### config.mk
export PLATFORM = sky130hd
export DESIGN_NAME = uart_rx_oversample
export DESIGN_NICKNAME = d
export VERILOG_FILES = /design/src/rtl/uart_pkg.sv /design/src/rtl/uart_rx_oversample_baud_tick.sv /design/src/rtl/uart_rx_oversample.sv
export SDC_FILE = /design/constraint.sdc
export NUM_CORES = 1
export LEC_CHECK = 0
export CAP_MARGIN = 20
export CORE_MARGIN = 2
export CORE_UTILIZATION = 50
export CTS_BUF_LIST = sky130_fd_sc_hd__clkbuf_2
export DETAILED_ROUTE_END_ITERATION = 10
export GPL_ROUTABILITY_DRIVEN = 0
export PLACE_DENSITY = 0.7
export SKIP_LAST_GASP = 1
export SYNTH_ARGS = -nofsm -noshare
export SYNTH_HDL_FRONTEND = slang
export SYNTH_SLANG_ARGS = --single-unit
### constraint.sdc
create_clock -name clk -period 5.3 [get_ports clk]
set_input_delay 0.53 -clock clk [delete_from_list [all_inputs] [get_ports clk]]
set_output_delay 0.53 -clock clk [all_outputs]
set_load 0.02 [all_outputs]
### src/rtl/uart_pkg.sv
// uart_pkg: shared by the UART receiver and transmitter.
// Holds the receiver state encoding, the oversample ratio and the
// baud divider rounding helper.
package uart_pkg;

    localparam int OVERSAMPLE = 16;

    typedef enum logic [2:0] {
        ST_IDLE  = 3'd0,
        ST_START = 3'd1,
        ST_DATA  = 3'd2,
        ST_STOP  = 3'd3,
        ST_BREAK = 3'd4
    } uart_state_t;

    // Clocks per oversample tick, rounded to nearest: round(clk_hz / (16 * baud)).
    function automatic int calc_div(input longint clk_hz, input longint baud);
        longint den;
        den = longint'(OVERSAMPLE) * baud;
        return int'((clk_hz + den / 2) / den);
    endfunction

endpackage

### src/rtl/uart_rx_oversample_baud_tick.sv
// uart_baud_tick: free-running clock divider producing a one-cycle tick
// every DIV clocks. While restart is high the count is held at zero, so the
// first tick after restart drops arrives exactly DIV clocks later.
module uart_baud_tick #(
    parameter int DIV = 54
) (
    input  logic clk,
    input  logic rst_n,
    input  logic restart,
    output logic tick
);

    localparam int CW = (DIV > 1) ? $clog2(DIV) : 1;
    localparam logic [CW-1:0] LAST = CW'(DIV - 1);

    logic [CW-1:0] cnt;

    assign tick = !restart && (cnt == LAST);

    // Divider count: cleared on restart, wraps after DIV clocks.
    always_ff @(posedge clk or negedge rst_n) begin
        if (!rst_n) begin
            cnt <= '0;
        end else if (restart || (cnt == LAST)) begin
            cnt <= '0;
        end else begin
            cnt <= cnt + CW'(1);
        end
    end

endmodule

### src/rtl/uart_rx_oversample.sv
// uart_rx_oversample: 8N1 UART receiver with 16x oversampling.
// Bit windows are re-aligned to every detected start edge; each bit is
// decided at mid-window. Optional build macro UART_RX_MAJORITY_EN switches
// the decision to a 2-of-3 vote over ticks 7, 8 and 9 (decided at tick 9).
module uart_rx_oversample
    import uart_pkg::*;
#(
    parameter int CLK_FREQ_HZ = 100_000_000,
    parameter int BAUD        = 115200
) (
    input  logic       clk,
    input  logic       rst_n,
    input  logic       rxd,
    output logic [7:0] rx_data,
    output logic       rx_valid,
    output logic       rx_ferr
);

    localparam int DIV      = calc_div(CLK_FREQ_HZ, BAUD);
    localparam int TW       = $clog2(OVERSAMPLE);
    localparam int DEC_TICK = OVERSAMPLE / 2;

    uart_state_t   state, state_nxt;

    logic          rxd_p0;
    logic          rxd_s;
    logic          tick;
    logic          win_clr;
    logic [TW-1:0] tick_cnt;
    logic [2:0]    bit_cnt;
    logic [7:0]    shift_reg;
    logic          dec_now;
    logic          dec_bit;
    logic          shift_en;
    logic          frame_done;

    // Two-flop synchronizer on the asynchronous line; idles high.
    always_ff @(posedge clk or negedge rst_n) begin
        if (!rst_n) begin
            rxd_p0 <= 1'b1;
            rxd_s  <= 1'b1;
        end else begin
            rxd_p0 <= rxd;
            rxd_s  <= rxd_p0;
        end
    end

    // Oversample tick generator, held in restart while waiting for an edge.
    uart_baud_tick #(
        .DIV (DIV)
    ) u_baud_tick (
        .clk     (clk),
        .rst_n   (rst_n),
        .restart (win_clr),
        .tick    (tick)
    );

`ifdef UART_RX_MAJORITY_EN
    logic samp_a;
    logic samp_b;

    function automatic logic maj3(input logic a, input logic b, input logic c);
        return (a & b) | (a & c) | (b & c);
    endfunction

    assign dec_now = tick && (tick_cnt == TW'(DEC_TICK));
    assign dec_bit = maj3(samp_a, samp_b, rxd_s);

    // Capture the line at ticks 7 and 8; tick 9 supplies the third vote live.
    always_ff @(posedge clk or negedge rst_n) begin
        if (!rst_n) begin
            samp_a <= 1'b0;
            samp_b <= 1'b0;
        end else begin
            if (tick && (tick_cnt == TW'(DEC_TICK - 2))) begin
                samp_a <= rxd_s;
            end
            if (tick && (tick_cnt == TW'(DEC_TICK - 1))) begin
                samp_b <= rxd_s;
            end
        end
    end
`else
    assign dec_now = tick && (tick_cnt == TW'(DEC_TICK - 1));
    assign dec_bit = rxd_s;
`endif

    // State register.
    always_ff @(posedge clk or negedge rst_n) begin
        if (!rst_n) begin
            state <= ST_IDLE;
        end else begin
            state <= state_nxt;
        end
    end

    // Next-state and per-cycle control strobes.
    always_comb begin
        state_nxt  = state;
        win_clr    = 1'b0;
        shift_en   = 1'b0;
        frame_done = 1'b0;
        case (state)
            ST_IDLE: begin
                win_clr = 1'b1;
                if (!rxd_s) begin
                    state_nxt = ST_START;
                end
            end
            ST_START: begin
                if (dec_now) begin
                    state_nxt = dec_bit ? ST_IDLE : ST_DATA;
                end
            end
            ST_DATA: begin
                if (dec_now) begin
                    shift_en = 1'b1;
                    if (bit_cnt == 3'd7) begin
                        state_nxt = ST_STOP;
                    end
                end
            end
            ST_STOP: begin
                if (dec_now) begin
                    // Leaving at mid-stop lets a following start edge land
                    // in the second half of the stop bit.
                    frame_done = 1'b1;
                    state_nxt  = dec_bit ? ST_IDLE : ST_BREAK;
                end
            end
            ST_BREAK: begin
                win_clr = 1'b1;
                if (rxd_s) begin
                    state_nxt = ST_IDLE;
                end
            end
            default: begin
                state_nxt = ST_IDLE;
            end
        endcase
    end

    // Tick position inside the current 16-tick bit window.
    always_ff @(posedge clk or negedge rst_n) begin
        if (!rst_n) begin
            tick_cnt <= '0;
        end else if (win_clr) begin
            tick_cnt <= '0;
        end else if (tick) begin
            tick_cnt <= tick_cnt + TW'(1);
        end
    end

    // Data bit counter and LSB-first shift register.
    always_ff @(posedge clk or negedge rst_n) begin
        if (!rst_n) begin
            bit_cnt   <= '0;
            shift_reg <= '0;
        end else begin
            if (win_clr) begin
                bit_cnt <= '0;
            end else if (shift_en) begin
                bit_cnt <= bit_cnt + 3'd1;
            end
            if (shift_en) begin
                shift_reg <= {dec_bit, shift_reg[7:1]};
            end
        end
    end

    // Output registers: byte held between frames, strobe and error one cycle.
    always_ff @(posedge clk or negedge rst_n) begin
        if (!rst_n) begin
            rx_data  <= 8'h00;
            rx_valid <= 1'b0;
            rx_ferr  <= 1'b0;
        end else begin
            rx_valid <= frame_done;
            rx_ferr  <= frame_done & ~dec_bit;
            if (frame_done) begin
                rx_data <= shift_reg;
            end
        end
    end

endmodule
==> Word level (Yosys, flattened, before mapping) <==
Cells that the tools add are included.
{ "totals": {"reg_bits": 36, "inputBits": 3, "output_inout_bits": 10, "elab_cells": 55} }
{ "op_classes": {"add_sub_neg": 3, "eq_ne": 13, "muxes": 18, "n_bitwise": 2, "reduce_logical": 9} }
{ "ops": {"columns": ["cell", "count"], "rows": [
  ["2-to-1 mux 3 bit", 9],
  ["case mux 3 bit (5 select lines)", 1],
  ["!= test 2 bit, second input constant", 6],
  ["2-to-1 mux 4 bit", 2],
  ["adder 6 x 1 -> 6 bit, second input constant", 1],
  ["equality test 3 x 2 -> 1 bit, second input constant", 2],
  ["equality test 3 bit, second input constant", 2],
  ["equality test 6 bit, second input constant", 1],
  ["2-to-1 mux 6 bit", 1],
  ["AND reduction 6 bit", 1],
  ["adder 4 x 1 -> 4 bit, second input constant", 1],
  ["equality test 4 x 3 -> 1 bit, second input constant", 1],
  ["2-to-1 mux 1 bit", 4],
  ["nonzero test 2 bit", 2],
  ["adder 3 x 1 -> 3 bit, second input constant", 1],
  ["equality test 3 x 1 -> 1 bit, second input constant", 1],
  ["zero test 3 bit", 1],
  ["logical AND 1 bit", 2],
  ["2-to-1 mux 2 bit", 1],
  ["OR reduction 2 bit", 1],
  ["AND 1 bit", 1],
  ["zero test 1 bit", 1],
  ["logical OR 1 bit", 1],
  ["inverter 1 bit", 1]
]} }

==> Logic depth before layout (Yosys ltp) <==
{ "depth": {"ltp_word": 10, "ltp_mapped": 5, "mapped_depth_nobuf": 5} }

==> Hierarchy <==
From an unflattened synthesis, not the netlist that was laid out.
{ "unflattened": {"hier_cells": 124, "hier_area_um2": 1600.3} }
{ "modules_own_cells": {"columns": ["module", "instances", "cells_each", "area_per_inst_um2", "seq_area_each_um2"], "rows": [
  ["uart_rx_oversample", 1, 97, 1310.0, 753.2],
  ["uart_baud_tick", 1, 27, 290.3, 150.1]
]} }

==> Worst setup path after synthesis <==
Ideal clock, no wire load.
{ "synth_timing": {"path_kind": "reg2reg", "start": "register u_baud_tick.cnt[1]", "end": "register bit_cnt[1]", "setup_time_ns": 0.125, "arrival_time_ns": 1.699, "t_required_ns": 5.175, "slack_ns": 3.477, "path_stages_with_launch": 6, "path_buffers": 0, "period_less_slack_ns": 1.823, "path_cell_list": "dfrtp_1 > inv_1 > ha_1 > nand4b_4 > nor4_4 > mux2_2"} }
{ "synth_via": {"elab_chain_len": 6} }
{ "synth_rtl": {"columns": ["element", "line", "source"], "rows": [
  ["from (decl)", "uart_rx_oversample_baud_tick.sv:16", "logic [CW-1:0] cnt;"],
  ["from (signal assigned)", "uart_rx_oversample_baud_tick.sv:27", "cnt <= cnt + CW'(1);"],
  ["equality test 6 bit", "uart_rx_oversample_baud_tick.sv:18", "assign tick = !restart && (cnt == LAST);"],
  ["logical AND 1 bit", "uart_rx_oversample_baud_tick.sv:18", null],
  ["logical AND 1 bit", "uart_rx_oversample.sv:84", "assign dec_now = tick && (tick_cnt == TW'(DEC_TICK - 1));"],
  ["2-to-1 mux 1 bit", "uart_rx_oversample.sv:116", "if (dec_now) begin"],
  ["2-to-1 mux 1 bit", "uart_rx_oversample.sv:103", "case (state)"],
  ["nonzero test 2 bit (no source line)", null, null],
  ["to (signal assigned)", "uart_rx_oversample.sv:163", "bit_cnt <= bit_cnt + 3'd1;"],
  ["to (decl)", "uart_rx_oversample.sv:30", "logic [2:0] bit_cnt;"]
]} }
No other way between the ends.
A chain may end at the register's enable or synchronous reset.

==> Worst setup path in the final report <==
{ "layout_timing": {"start": "register u_baud_tick.cnt[3]", "end": "register shift_reg[7]"} }
{ "layout_via": {"elab_chain_len": 5} }
{ "layout_rtl": {"columns": ["element", "line", "source"], "rows": [
  ["equality test 6 bit", "uart_rx_oversample_baud_tick.sv:18", null],
  ["logical AND 1 bit", "uart_rx_oversample_baud_tick.sv:18", null],
  ["logical AND 1 bit", "uart_rx_oversample.sv:84", null],
  ["2-to-1 mux 1 bit", "uart_rx_oversample.sv:116", null],
  ["2-to-1 mux 1 bit", "uart_rx_oversample.sv:103", null],
  ["to (signal assigned)", "uart_rx_oversample.sv:166", "shift_reg <= {dec_bit, shift_reg[7:1]};"],
  ["to (decl)", "uart_rx_oversample.sv:31", "logic [7:0] shift_reg;"]
]} }
No other way between the ends.

==> flow_summary.yaml <==
outcome:
  status: "complete, no violations"
pwr:
  pwr_density_cell_mw_per_mm2: 228
  total_leakage_power_nw: 0.847
  ir_drop_v: 0.000170
clock_network:
  cts_tree: "done"
  cts_inserted_buffers: 5
  clk_latency_ns: 0.39
  clock_path_buffers: 2
  hold_buffers: 0
  cts_sinks: 36
  cts_resized: 0
  root_buffer: "clkbuf_2"
  clkSlewWorstSetupHoldPaths_ns: 0.20
  post_cts_buffers: 0
  ctsHtreeMaxLevel: 2
routing:
  postRouteWirelength_mm: 2.56
  first_iter_violations: 57
  via_count: 1001
  avgViaCountPerCell: 5.47
  firstDrtPassIters: 5
  drc: 0
  wl_per_cell_um: 14.0
  antenna_left: 0
die:
  die_area_mm2: 0.00362
  rows: 20
  ios: 13
  start_util_pct: 52.1
  core_mm2: 0.00303
  die_y_um: 60.2
  die_x_um: 60.2
worst_setup_path:
  path_class: "register to register"
  arrival_ns: 2.34
  cp.required_ns: 5.58
  crit_fanout: 14
  end_kind: "register"
  worstSetupStartpointType: "register"
  rrSetupSlack_ns: 3.24
cells_and_area:
  drive_gt1_share_pct: 25.9
  final_common_cell: "dfrtp_1"
  area_growth_pct: 14.0
  antenna_cells: 0
  seq_area_um2: 903
  final_area_mm2: 0.00180
  layout_common_cells: "34 x dfrtp_1, 18 x mux2_2, 12 x clkdlybuf4s50_1, 9 x nor2_1"
  fin_nets: 146
  final_util_pct: 59.4
  fill_cells: 249
  multi_input_area_um2: 656
global_routing:
  grt_overflow: 0
  antenna_found_initial: 0
  grt_usage_pct: 17.0
  grt_pass1_vias: 994
  grt_max_degree: 37
  grt_pass1_wl_mm: 4.43
synthesis:
  synth_edf_count: 0
  synth_top_area_share_pct: 53.9
  yosys_warnings: 0
  ys.flop_type: "dfrtp_1"
  syn_inst: 119
  yosys_register_bits: 36
  syn_nets: 127
  yosysTopAreaCell: "dfrtp_1"
  yosysUniqueCellTypes: 35
  syn_area_per_cell_um2: 13.3
  synthArstFlopShare_pct: 100
  synth_area_leaders: "dfrtp_1 54%, mux2_2 13%, ha_1 4.0%"
  syn_area_mm2: 0.00158
  ys_seq_area_share_pct: 57.3
timing:
  layout_min_cycle_time_ns: 2.06
  fin_ws_ns: 3.24
  drv_slew: 0
  report.final.hold_viol_count: 0
  totalNegativeSetupSlack_ns: 0
  maxSlewHeadroom_pct: 56.0
  final-setup-viol-count: 0
  rsz0062_at_grt: "no"
  fin_crit_sh_pct: 38.9
  max_freq_mhz: 485
  fin_skew_ns: 0.0208
  tightest_slew_ns: 0.655
placement:
  post_dp_cell_area_mm2: 0.00176
  pre_cts_ws_ns: 3.26
  portBuffers: 12
  dp.final_hpwl_mm: 1.82
hold_path:
  min_path_type: "register to register"
run:
  drv_cap: 0
layout make-up:
cell class	count	area share (%)
clock buffer	5	1.39
clock inverter	3	0.974
inverter	4	0.834
multi-input combinational	78	36.4
sequential	36	50.2
tap	44	3.06
timing repair buffer	13	7.09
power by group:
group          leakage [nW]  switching [W]  internal, W
clock network        0.0308      0.0000941    0.0000321
logic                 0.335     0.00000541   0.00000196
registers             0.481    0.000000608     0.000276
total                 0.847       0.000100     0.000310
synthesized netlist by cell type, types with 2 or more instances:
cell / number
a21oi_1: 5
and2_0: 2
and4b_1: 2
dfrtp_1: 34
dfstp_2: 2
ha_1: 5
inv_1: 4
mux2_2: 18
nand2_1: 2
nand3_1: 4
nand4_1: 2
nor2_1: 9
o21ai_0: 3
o311ai_0: 2
o31ai_1: 2
or3_1: 2
or4_1: 2
xor2_1: 2
layer usage:
metal  part of all wire, %  vias up  global-route usage (%)  wire length [um]
met5                     0        -                       0                 0
met1                    47      506                    21.8              1210
met3                   3.7        4                    6.71                94
met2                    48       17                    25.3              1230
met4                   1.1        0                    7.94                29
li1                      -      474                       -                 -
final timing paths:
| check | from | to | cells after the start |
|---|---|---|---|
| hold reg to reg | rxd_p0 | dec_bit | 0 |
| min in group asynchronous | rst_n | rx_data[7] | 2 |
| setup reg to reg | u_baud_tick.cnt[3] | shift_reg[7] | 3 |
| max in group asynchronous | rst_n | rxd_p0 | 2 |
| hold / removal | rxd_p0 | dec_bit | 0 |
| setup / recovery | u_baud_tick.cnt[3] | shift_reg[7] | 3 |
through the flow:
stage                     total power, W  hold slack [ns]  std cells
final                           0.000411            0.368        183
after global routing            0.000431            0.376        183
after CTS                       0.000415            0.370        183
after detailed placement        0.000290            0.347        175
after global placement          0.000290            0.347        175
after floorplan                 0.000282            0.234        119
critical path, stage by stage, from the launching register on:
cell      delay, ns
dfrtp_1        0.55
nand4b_2       0.37
nor4_4         0.62
mux2_2         0.40
cell families after synthesis:
| kind of cell | after synthesis | share of synthesized area (%) |
|---|---|---|
| compound gates | 17 | 7.14 |
| simple gates | 35 | 15.9 |
| flops | 36 | 57.3 |
| fa+ha+maj | 5 | 3.97 |
| buf+inv | 5 | 1.19 |
| mux | 18 | 12.8 |
| xor+xnor | 3 | 1.67 |
No activity file was read; power rests on OpenSTA's default activity.
